**config.mk**
```make
export PLATFORM = sky130hd
export DESIGN_NAME = pipe_stage_fifo_flat
export DESIGN_NICKNAME = d
export VERILOG_FILES = /design/src/rtl/pipe_stage_fifo_pkg.sv /design/src/rtl/pipe_stage_fifo_if.sv /design/src/rtl/pipe_fifo_ram.sv /design/src/rtl/pipe_stage_fifo.sv /design/src/flat_wrapper.sv
export SDC_FILE = /design/constraint.sdc
export NUM_CORES = 1
export LEC_CHECK = 0
export BUFFER_PORTS_ARGS = -buffer_cell sky130_fd_sc_hd__clkbuf_2
export CAP_MARGIN = 20
export CORE_AREA = 2 2 248 250
export DETAILED_ROUTE_END_ITERATION = 6
export DIE_AREA = 0 0 250 252
export PLACE_DENSITY = 0.63
export SYNTH_ARGS = -nofsm -noshare
export SYNTH_HDL_FRONTEND = slang
export SYNTH_SLANG_ARGS = --single-unit
export TNS_END_PERCENT = 30
```
**constraint.sdc**
```tcl
create_clock -name clk -period 22.3 [get_ports clk]
set_input_delay 2.23 -clock clk [delete_from_list [all_inputs] [get_ports clk]]
set_output_delay 2.23 -clock clk [all_outputs]
set_load 0.1 [all_outputs]
```
**src/rtl/pipe_stage_fifo_pkg.sv**
```systemverilog
// Shared stage-bus widths for the inter-stage buffer and its users.
// The instantiating stage packs/unpacks fields; this block only sees the flat word.
package pipe_stage_fifo_pkg;

  localparam int REG_W       = 32;
  localparam int NUM_REGS    = 9;
  localparam int CTRL_W      = 12;
  localparam int RD_ADDR_W   = 5;
  localparam int FUNCT_W     = 3;
  localparam int KIND_W      = 2;

  localparam int STAGE_BUS_W = REG_W * NUM_REGS + CTRL_W + RD_ADDR_W + FUNCT_W + KIND_W;

endpackage

```
**src/rtl/pipe_stage_fifo_if.sv**
```systemverilog
// Valid/ready/data stream between two pipeline stages.
// master drives valid/data, slave drives ready.
interface pipe_stage_fifo_if
  import pipe_stage_fifo_pkg::*;
#(
  parameter int WIDTH = STAGE_BUS_W
);
  logic             valid;
  logic             ready;
  logic [WIDTH-1:0] data;

  modport master (output valid, output data, input ready);
  modport slave  (input valid, input data, output ready);
endinterface

```
**src/rtl/pipe_fifo_ram.sv**
```systemverilog
// DEPTH x WIDTH register array: one synchronous write port, one async read port.
// Storage is deliberately not reset.
module pipe_fifo_ram #(
  parameter int WIDTH = 32,
  parameter int DEPTH = 2,
  localparam int ADDR_W = $clog2(DEPTH)
) (
  input  logic              clk,
  input  logic              we,
  input  logic [ADDR_W-1:0] waddr,
  input  logic [WIDTH-1:0]  wdata,
  input  logic [ADDR_W-1:0] raddr,
  output logic [WIDTH-1:0]  rdata
);

  logic [WIDTH-1:0] mem [DEPTH];

  always_ff @(posedge clk) begin
    if (we) mem[waddr] <= wdata;
  end

  assign rdata = mem[raddr];

endmodule

```
**src/rtl/pipe_stage_fifo.sv**
```systemverilog
// Inter-stage pipeline buffer with occupancy count and synchronous flush.
// Define CONFIG_PIPE_BYPASS_EN for a combinational s->m path while empty.
module pipe_stage_fifo
  import pipe_stage_fifo_pkg::*;
#(
  parameter int WIDTH = STAGE_BUS_W,
  parameter int DEPTH = 2,
  localparam int CNT_W = $clog2(DEPTH) + 1
) (
  input  logic             clk,
  input  logic             rst_n,
  input  logic             flush,
  pipe_stage_fifo_if.slave  s_bus,
  pipe_stage_fifo_if.master m_bus,
  output logic [CNT_W-1:0] count
);

  localparam int PTR_W = $clog2(DEPTH);

  logic [PTR_W-1:0] wr_ptr, rd_ptr, wr_ptr_nxt, rd_ptr_nxt;
  logic [CNT_W-1:0] cnt, cnt_nxt;
  logic [WIDTH-1:0] rdata;
  logic             empty, full, byp, push, pop, store, deq;

  assign empty = (cnt == '0);
  assign full  = (cnt == CNT_W'(DEPTH));

`ifdef CONFIG_PIPE_BYPASS_EN
  assign byp = empty & ~flush;
`else
  assign byp = 1'b0;
`endif

  // ready looks only at registered occupancy, never at m_bus.ready
  assign s_bus.ready = ~full;
  assign m_bus.valid = ~empty | (byp & s_bus.valid);
  assign m_bus.data  = ~empty ? rdata : (byp ? s_bus.data : '0);

  assign push  = s_bus.valid & s_bus.ready;
  assign pop   = m_bus.valid & m_bus.ready;
  // a bypassed word that is consumed in the same cycle is never stored
  assign store = push & ~(byp & m_bus.ready);
  assign deq   = pop & ~empty;

  always_comb begin
    wr_ptr_nxt = wr_ptr;
    rd_ptr_nxt = rd_ptr;
    cnt_nxt    = cnt;
    if (flush) begin
      wr_ptr_nxt = '0;
      rd_ptr_nxt = '0;
      cnt_nxt    = '0;
    end else begin
      if (store) wr_ptr_nxt = wr_ptr + PTR_W'(1);
      if (deq)   rd_ptr_nxt = rd_ptr + PTR_W'(1);
      cnt_nxt = cnt + CNT_W'(store) - CNT_W'(deq);
    end
  end

  always_ff @(posedge clk or negedge rst_n) begin
    if (!rst_n) begin
      wr_ptr <= '0;
      rd_ptr <= '0;
      cnt    <= '0;
    end else begin
      wr_ptr <= wr_ptr_nxt;
      rd_ptr <= rd_ptr_nxt;
      cnt    <= cnt_nxt;
    end
  end

  pipe_fifo_ram #(
    .WIDTH (WIDTH),
    .DEPTH (DEPTH)
  ) u_ram (
    .clk   (clk),
    .we    (store & ~flush),
    .waddr (wr_ptr),
    .wdata (s_bus.data),
    .raddr (rd_ptr),
    .rdata (rdata)
  );

  assign count = cnt;

endmodule

```
**src/flat_wrapper.sv**
```systemverilog
// flat-port wrapper written by rule: the top's interface ports become plain ports
module pipe_stage_fifo_flat import pipe_stage_fifo_pkg::*;
#(
  parameter int WIDTH = STAGE_BUS_W,
  parameter int DEPTH = 2,
  localparam int CNT_W = $clog2(DEPTH) + 1
)
  (clk, rst_n, flush, count, s_bus_valid, s_bus_data, s_bus_ready, m_bus_valid, m_bus_data, m_bus_ready);
  pipe_stage_fifo_if #(.WIDTH(WIDTH)) s_bus_i ();
  pipe_stage_fifo_if #(.WIDTH(WIDTH)) m_bus_i ();
  input  logic clk;
  input  logic rst_n;
  input  logic flush;
  output logic [CNT_W-1:0] count;
  input wire logic [$bits(s_bus_i.valid)-1:0] s_bus_valid;
  input wire logic [$bits(s_bus_i.data)-1:0] s_bus_data;
  output wire logic [$bits(s_bus_i.ready)-1:0] s_bus_ready;
  output wire logic [$bits(m_bus_i.valid)-1:0] m_bus_valid;
  output wire logic [$bits(m_bus_i.data)-1:0] m_bus_data;
  input wire logic [$bits(m_bus_i.ready)-1:0] m_bus_ready;
  assign s_bus_i.valid = s_bus_valid;
  assign s_bus_i.data = s_bus_data;
  assign s_bus_ready = s_bus_i.ready;
  assign m_bus_valid = m_bus_i.valid;
  assign m_bus_data = m_bus_i.data;
  assign m_bus_i.ready = m_bus_ready;
  pipe_stage_fifo #(.WIDTH(WIDTH), .DEPTH(DEPTH)) u_core (.clk(clk), .rst_n(rst_n), .flush(flush), .s_bus(s_bus_i), .m_bus(m_bus_i), .count(count));
endmodule
```
==> results of run 1 <==
==> through the flow <==
step	utilization, %	setup WS (ps)
2_1_floorplan	-	-2560
3_3_place_gp	45.6	14960
3_5_place_dp	45.6	14790
4_1_cts	49.0	14120
5_1_grt	49.1	13880
6_report	49.1	14240
==> worst paths after layout <==
path,from,endpoint,slack (ps)
worst min-delay path,u_core.wr_ptr,u_core.wr_ptr,670
min in group asynchronous,rst_n,u_core.rd_ptr,1450
max in group asynchronous,rst_n,u_core.rd_ptr,20690
worst min register to register,u_core.wr_ptr,u_core.wr_ptr,670
worst max-delay path,u_core.rd_ptr,m_bus_data[164],14240
worst max register to register,u_core.count[0],u_core.u_ram.mem[1][126],18340
==> sequential cells by signal, indices dropped and copies added (netlist names) <==
register          count
u_core.u_ram.mem    620
u_core.count          2
u_core.rd_ptr         1
u_core.wr_ptr         1
==> per-layer routing <==
metal	up-vias	global-route usage [%]
li1	6283	-
met2	476	29.8
met5	-	0
met1	6728	20.8
met3	112	5.47
met4	6	8.30
==> cell usage after synthesis <==
library cell	count	area (um^2)
mux2_2	1	11.3
nor3b_1	1	7.51
o21ai_0	1	5.00
buf_4	2	15.0
nand2b_1	1	6.26
buf_2	32	160
clkbuf_1	2	7.51
nor2_1	313	1170
nor2_2	1	6.26
nand2_1	1	3.75
inv_1	5	18.8
buf_6	1	11.3
ha_1	2	25.0
xor2_1	2	17.5
and2_1	1	6.26
mux2i_1	310	3100
buf_12	32	641
nor3_1	2	10.0
nor2b_1	2	12.5
dfrtp_1	4	100
edfxtp_1	620	18600
==> worst max-delay path: stages, from the launching register on <==
cell and delay (ps):
dfrtp_4 880, buf_4 780, buf_4 880, buf_4 770, buf_4 890, mux2i_1 220
nor2_1 150, clkbuf_2 480
==> kinds of logic (layout without fill, tap and decap cells) <==
| family | count (synthesis) | count (layout) | share of synthesized area (%) |
|---|---|---|---|
| other | 0 | 6 | 0 |
| multiplexers | 311 | 311 | 13.0 |
| flip-flops | 624 | 624 | 78.1 |
| AND/OR/NAND/NOR | 322 | 322 | 5.12 |
| AO/OA/AOI/OAI | 1 | 1 | 0.0209 |
| XOR/XNOR | 2 | 2 | 0.0731 |
| adder cells (fa/ha/maj) | 2 | 2 | 0.104 |
| buffers and inverters | 74 | 769 | 3.56 |
==> final cells by class <==
| cell class | instances | area, um^2 | share of cell area (%) |
|---|---|---|---|
| Multi-Input combinational cell | 638 | 4410 | 14.9 |
| Tap cell | 782 | 978 | 3.31 |
| Clock inverter | 36 | 348 | 1.18 |
| Antenna cell | 6 | 15.0 | 0.0508 |
| Sequential cell | 624 | 18700 | 63.4 |
| Timing Repair Buffer | 647 | 3330 | 11.3 |
| Inverter | 5 | 18.8 | 0.0635 |
| Clock buffer | 81 | 1730 | 5.85 |
==> reports/results.txt, run 1 <==
outcome - finished clean
CP Max Fanout - 62
fmax - 124 MHz
nature of the critical path endpoint - output port
Warnings, synthesis - 0
routed wire length - 58200 um
met2 wire length - 29500 um
drt first pass iters - 5
antenna viol nets, final - 0
share of layout cells above drive strength 1 - 36.5%
initial antenna violation count - 9
Post-Syn Instances - 1336
post-route cell area - 0.0296 mm^2
Top Ports - 629
final setup fails - 0
Rows - 90
DIE WIDTH - 250 um
Final Wtd Congestion - 0.848
Vias - 13.6k
CP Class - reg2out
synthesized cell area - 0.0240 mm^2
full die area - 0.0630 mm^2
layout overhead on the synthesized area - 23.3%
Worst-path clk slew - 60 ps
worst slew pin tran - 1140 ps
post-synthesis register bit count - 624
gr ovfl total - 0
Startpoint Class - flip-flop
# fillers - 5165
Finished Layout Cells - 2819
clock buffer count from CTS - 67
reg2reg path depth - 7
CTS resizes - 0
post-CTS setup buffers - 0
Synth cell types - 21
Met3 Wirelength - 4320 um
crit path time final - 8060 ps
core area - 0.0601 mm^2
hold depth - 2
clock sinks - 624
WL met1 - 22400 um
commonest non-fill, non-tap cell in the layout - clkbuf_2
Top Layer Used - met5
CTS HTree Levels - 3
CTS Root Cell - clkbuf_16
number of global-route vias before repair - 13.8k
drt wl/cell - 20.6 um
Final Cycle Share - 36.1%
DRC - 0
final hold slack - 674 ps
critical path data arrival time - 5830 ps
Longest Clk Path Bufs - 3
via/cell ratio - 4.83
initial core utilization - 39.8%
# nets final - 2300
largest net degree at the start of global routing - 164
initial DRC count - 875
clock latency on the worst-skew pair - 590 ps
placed instance area - 0.0274 mm^2
Post-Place Cells - 2694
max_slew headroom - 23.8%
Final HPWL DP - 39900 um
post-synthesis sequential area ratio - 78.1%
Post-Syn Area per Cell - 17.9 um^2
Final Hold Viols - 0
most frequent cells in the layout - 628 x clkbuf_2, 620 x edfxtp_1, 313 x nor2_1, 310 x mux2i_1, 67 x clkbuf_16
Slew Limit Fails - 0
CTS tree - yes
Final Skew - 21.8 ps
first-pass GRT wire length - 83900 um
I/O Buffers - 628
Total Routing Usage GR - 17.7%
Hold WC Path Type - reg2reg
die height - 252 um
Max Cap Viol - 0
syn_nets - 1653
Req. time, crit path - 20070 ps
cts hold-fix bufs - 0
Setup TNS - 0 ps
RSZ-0062 raised after global routing - no
Power of run 1 is left out: the tool's default activity adds up to more than one toggle a clock period on the data nets, which glitch-free logic cannot reach.
==> run 2: changes to the inputs <==
--- a/config.mk
+++ b/config.mk
@@ -5,11 +5,12 @@
 export SDC_FILE = /design/constraint.sdc
 export NUM_CORES = 1
 export LEC_CHECK = 0
+export ABC_AREA = 1
 export BUFFER_PORTS_ARGS = -buffer_cell sky130_fd_sc_hd__clkbuf_2
 export CAP_MARGIN = 20
-export CORE_AREA = 2 2 248 250
+export CORE_AREA = 2 2 241 243
 export DETAILED_ROUTE_END_ITERATION = 6
-export DIE_AREA = 0 0 250 252
+export DIE_AREA = 0 0 243 245
 export PLACE_DENSITY = 0.63
 export SYNTH_ARGS = -nofsm -noshare
 export SYNTH_HDL_FRONTEND = slang
==> constraint.sdc (replaced) <==
create_clock -name clk -period 7.8 [get_ports clk]
set_input_delay 0.78 -clock clk [delete_from_list [all_inputs] [get_ports clk]]
set_output_delay 0.78 -clock clk [all_outputs]
set_load 0.1 [all_outputs]
==> run 2 against run 1 <==
Effect of this change:
- register-to-register slack got worse by 14000 ps
- sequential cell count unchanged
- sequential share of layout area up 0.79 points
- synthesized cell count up 27%
- largest cell class unchanged
- critical path type unchanged
- design area decreased by 1.2%
- synthesized area down 1.4%
- die area fell by 5.5%
- wire length is 3.3% higher
- clock-buffer cell count decreased by 4
- worst hold slack lost 300 ps
- first-iteration DRC count rose by 31%
==> reports/results.txt, run 2 <==
number of global-route vias before repair - 15.4k
outcome - finished clean
GRT Max-Usage Layer - met2
Synth area leaders - edfxtp_1 79%, nand2_1 10%, a21oi_1 6.4%
XOR/XNOR share of the synthesized area - 0%
antenna viol nets, final - 0
Worst-path clk slew - 60 ps
commonest non-fill, non-tap cell in the layout - clkbuf_2
I/O Buffers - 628
max reg flops - 620
clock sinks - 624
largest area contributor in the synthesized netlist - edfxtp_1
commonest cells in the netlist - 629 x nand2_1, 620 x edfxtp_1, 301 x a21oi_1
layout overhead on the synthesized area - 23.6%
Final Hold Viols - 0
Total Routing Usage GR - 19.5%
drt wl/cell - 19.3 um
fmax - 204 MHz
mux share of post-synthesis cell area - 0%
CP Class - reg2out
gr ovfl total - 0
Final Skew - 14.8 ps
Synth cell types - 18
Post-Syn Instances - 1691
initial antenna violation count - 9
critical path data arrival time - 4130 ps
Setup crit start - u_core.rd_ptr
syn_nets - 2008
CP Max Fanout - 125
EDFF count, synth - 620
clock buffer count from CTS - 67
via/cell ratio - 4.94
initial DRC count - 1146
drt first pass iters - 5
largest family of logic cells by synthesized area - simple AND/OR/NAND/NOR gates
Startpoint Class - flip-flop
GR Util met3 - 5.90%
final setup fails - 0
Top FF cell, synth - edfxtp_1
largest net degree at the start of global routing - 203
routed wire length - 60100 um
simple-gate share of the synthesized area - 10.2%
Hold WC Path Type - in2reg
placed instance area - 0.0271 mm^2
Rows - 88
RSZ-0062 raised after global routing - no
CTS HTree Levels - 3
post-synthesis sequential area ratio - 79.2%
RR Startpoint - u_core.count[1]
met1 usage - 23.1%
core area - 0.0570 mm^2
Final Cycle Share - 62.9%
die height - 245 um
CTS Root Cell - clkbuf_16
adder-cell share of the synthesized area - 0.106%
Biggest register - u_core.u_ram.mem
clock latency on the worst-skew pair - 590 ps
Warnings, synthesis - 0
max_slew headroom - 14.1%
Slew Limit Fails - 0
DRC - 0
Final HPWL DP - 38000 um
async set-or-reset flop fraction in the synthesized netlist - 0.641%
Vias - 15.4k
Max Cap Viol - 0
share of layout cells above drive strength 1 - 32.3%
GR Util met2 - 33.4%
Req. time, crit path - 7020 ps
post-synthesis register bit count - 624
Setup TNS - 0 ps
# nets final - 2616
Synth top area share - 78.8%
top-count cell post-synth - nand2_1
initial core utilization - 41.4%
Top Ports - 629
post-route cell area - 0.0292 mm^2
Final Wtd Congestion - 0.857
most frequent cells in the layout - 628 x clkbuf_2, 627 x nand2_1, 620 x edfxtp_1, 301 x a21oi_1, 69 x clkbuf_16
CTS resizes - 0
nature of the critical path endpoint - output port
HP Start - s_bus_data[22]
CTS tree - yes
DIE WIDTH - 243 um
Post-Syn Area per Cell - 14.0 um^2
synthesized cell area - 0.0236 mm^2
Synth Area in Compound Gates - 6.77%
Longest Clk Path Bufs - 3
first-pass GRT wire length - 89100 um
full die area - 0.0595 mm^2
final hold slack - 374 ps
worst slew pin tran - 1290 ps
crit path time final - 4910 ps
run 2: changes by cell type in the layout (fill, tap and decap cells not counted), sizes merged, moves of 2 or more:
cell,delta
nand2,+628
a21oi,+311
mux2i,-310
nor2,-306
inv,+7
buf,-6
clkinv,+6
clkbuf,-4
bufinv,-2
nand3,+2
nor2b,-2
xor2,-2
run 2: cells by family (layout without fill, tap and decap cells):
family / Yosys count / after routing
AO/OA/AOI/OAI: 312 / 312
adder cells (fa/ha/maj): 2 / 2
buffers and inverters: 113 / 771
flip-flops: 624 / 624
other: 0 / 6
AND/OR/NAND/NOR: 640 / 640
run 2: timing repair:
| item | CTS | global route |
|---|---|---|
| setup endpoints to repair | 0 | 0 |
| hold endpoints to repair | 4 | 0 |
| setup buffers | 0 | 0 |
| hold buffers | 1 | 0 |
run 2: critical path, stage by stage, from the launching register on:
cell	delay, ps
dfrtp_4	800
inv_8	630
buf_4	920
nand2_1	100
a21oi_1	310
clkbuf_2	530
run 2: worst paths after layout:
kind                                                  to  slack [ps]  cells past startpoint
worst min-delay path             u_core.u_ram.mem[0][22]         370                      1
min in group asynchronous                u_core.count[1]         580                      2
worst min register to register             u_core.wr_ptr         680                      4
worst max-delay path                      m_bus_data[93]        2890                      5
max in group asynchronous                  u_core.rd_ptr        7080                      2
worst max register to register  u_core.u_ram.mem[1][192]        4730                      5
run 2: per-stage QoR:
step                      setup slack [ps]  std cells  utilization [%]
after floorplan                       -992       1691                -
after global placement                3470       2994             47.5
after detailed placement              3490       2994             47.5
after CTS                             2840       3114             51.2
after global routing                  2650       3119             51.2
final                                 2890       3120             51.2
run 2: layout make-up:
| type | count | area (um^2) |
|---|---|---|
| Fill cell | 4957 | 27800 |
| Sequential cell | 624 | 18700 |
| Multi-Input combinational cell | 954 | 4090 |
| Timing Repair Buffer | 642 | 3290 |
| Clock buffer | 77 | 1760 |
| Tap cell | 765 | 957 |
| Clock inverter | 42 | 319 |
| Inverter | 10 | 47.5 |
| Antenna cell | 6 | 15.0 |
run 2: per-layer routing:
| layer | part of all wire, % | wire, um |
|---|---|---|
| met3 | 8.2 | 4940 |
| met4 | 3.6 | 2190 |
| met1 | 37 | 22200 |
| met5 | 0.068 | 41 |
| met2 | 51 | 30700 |
Power of run 2 is left out for the same reason.
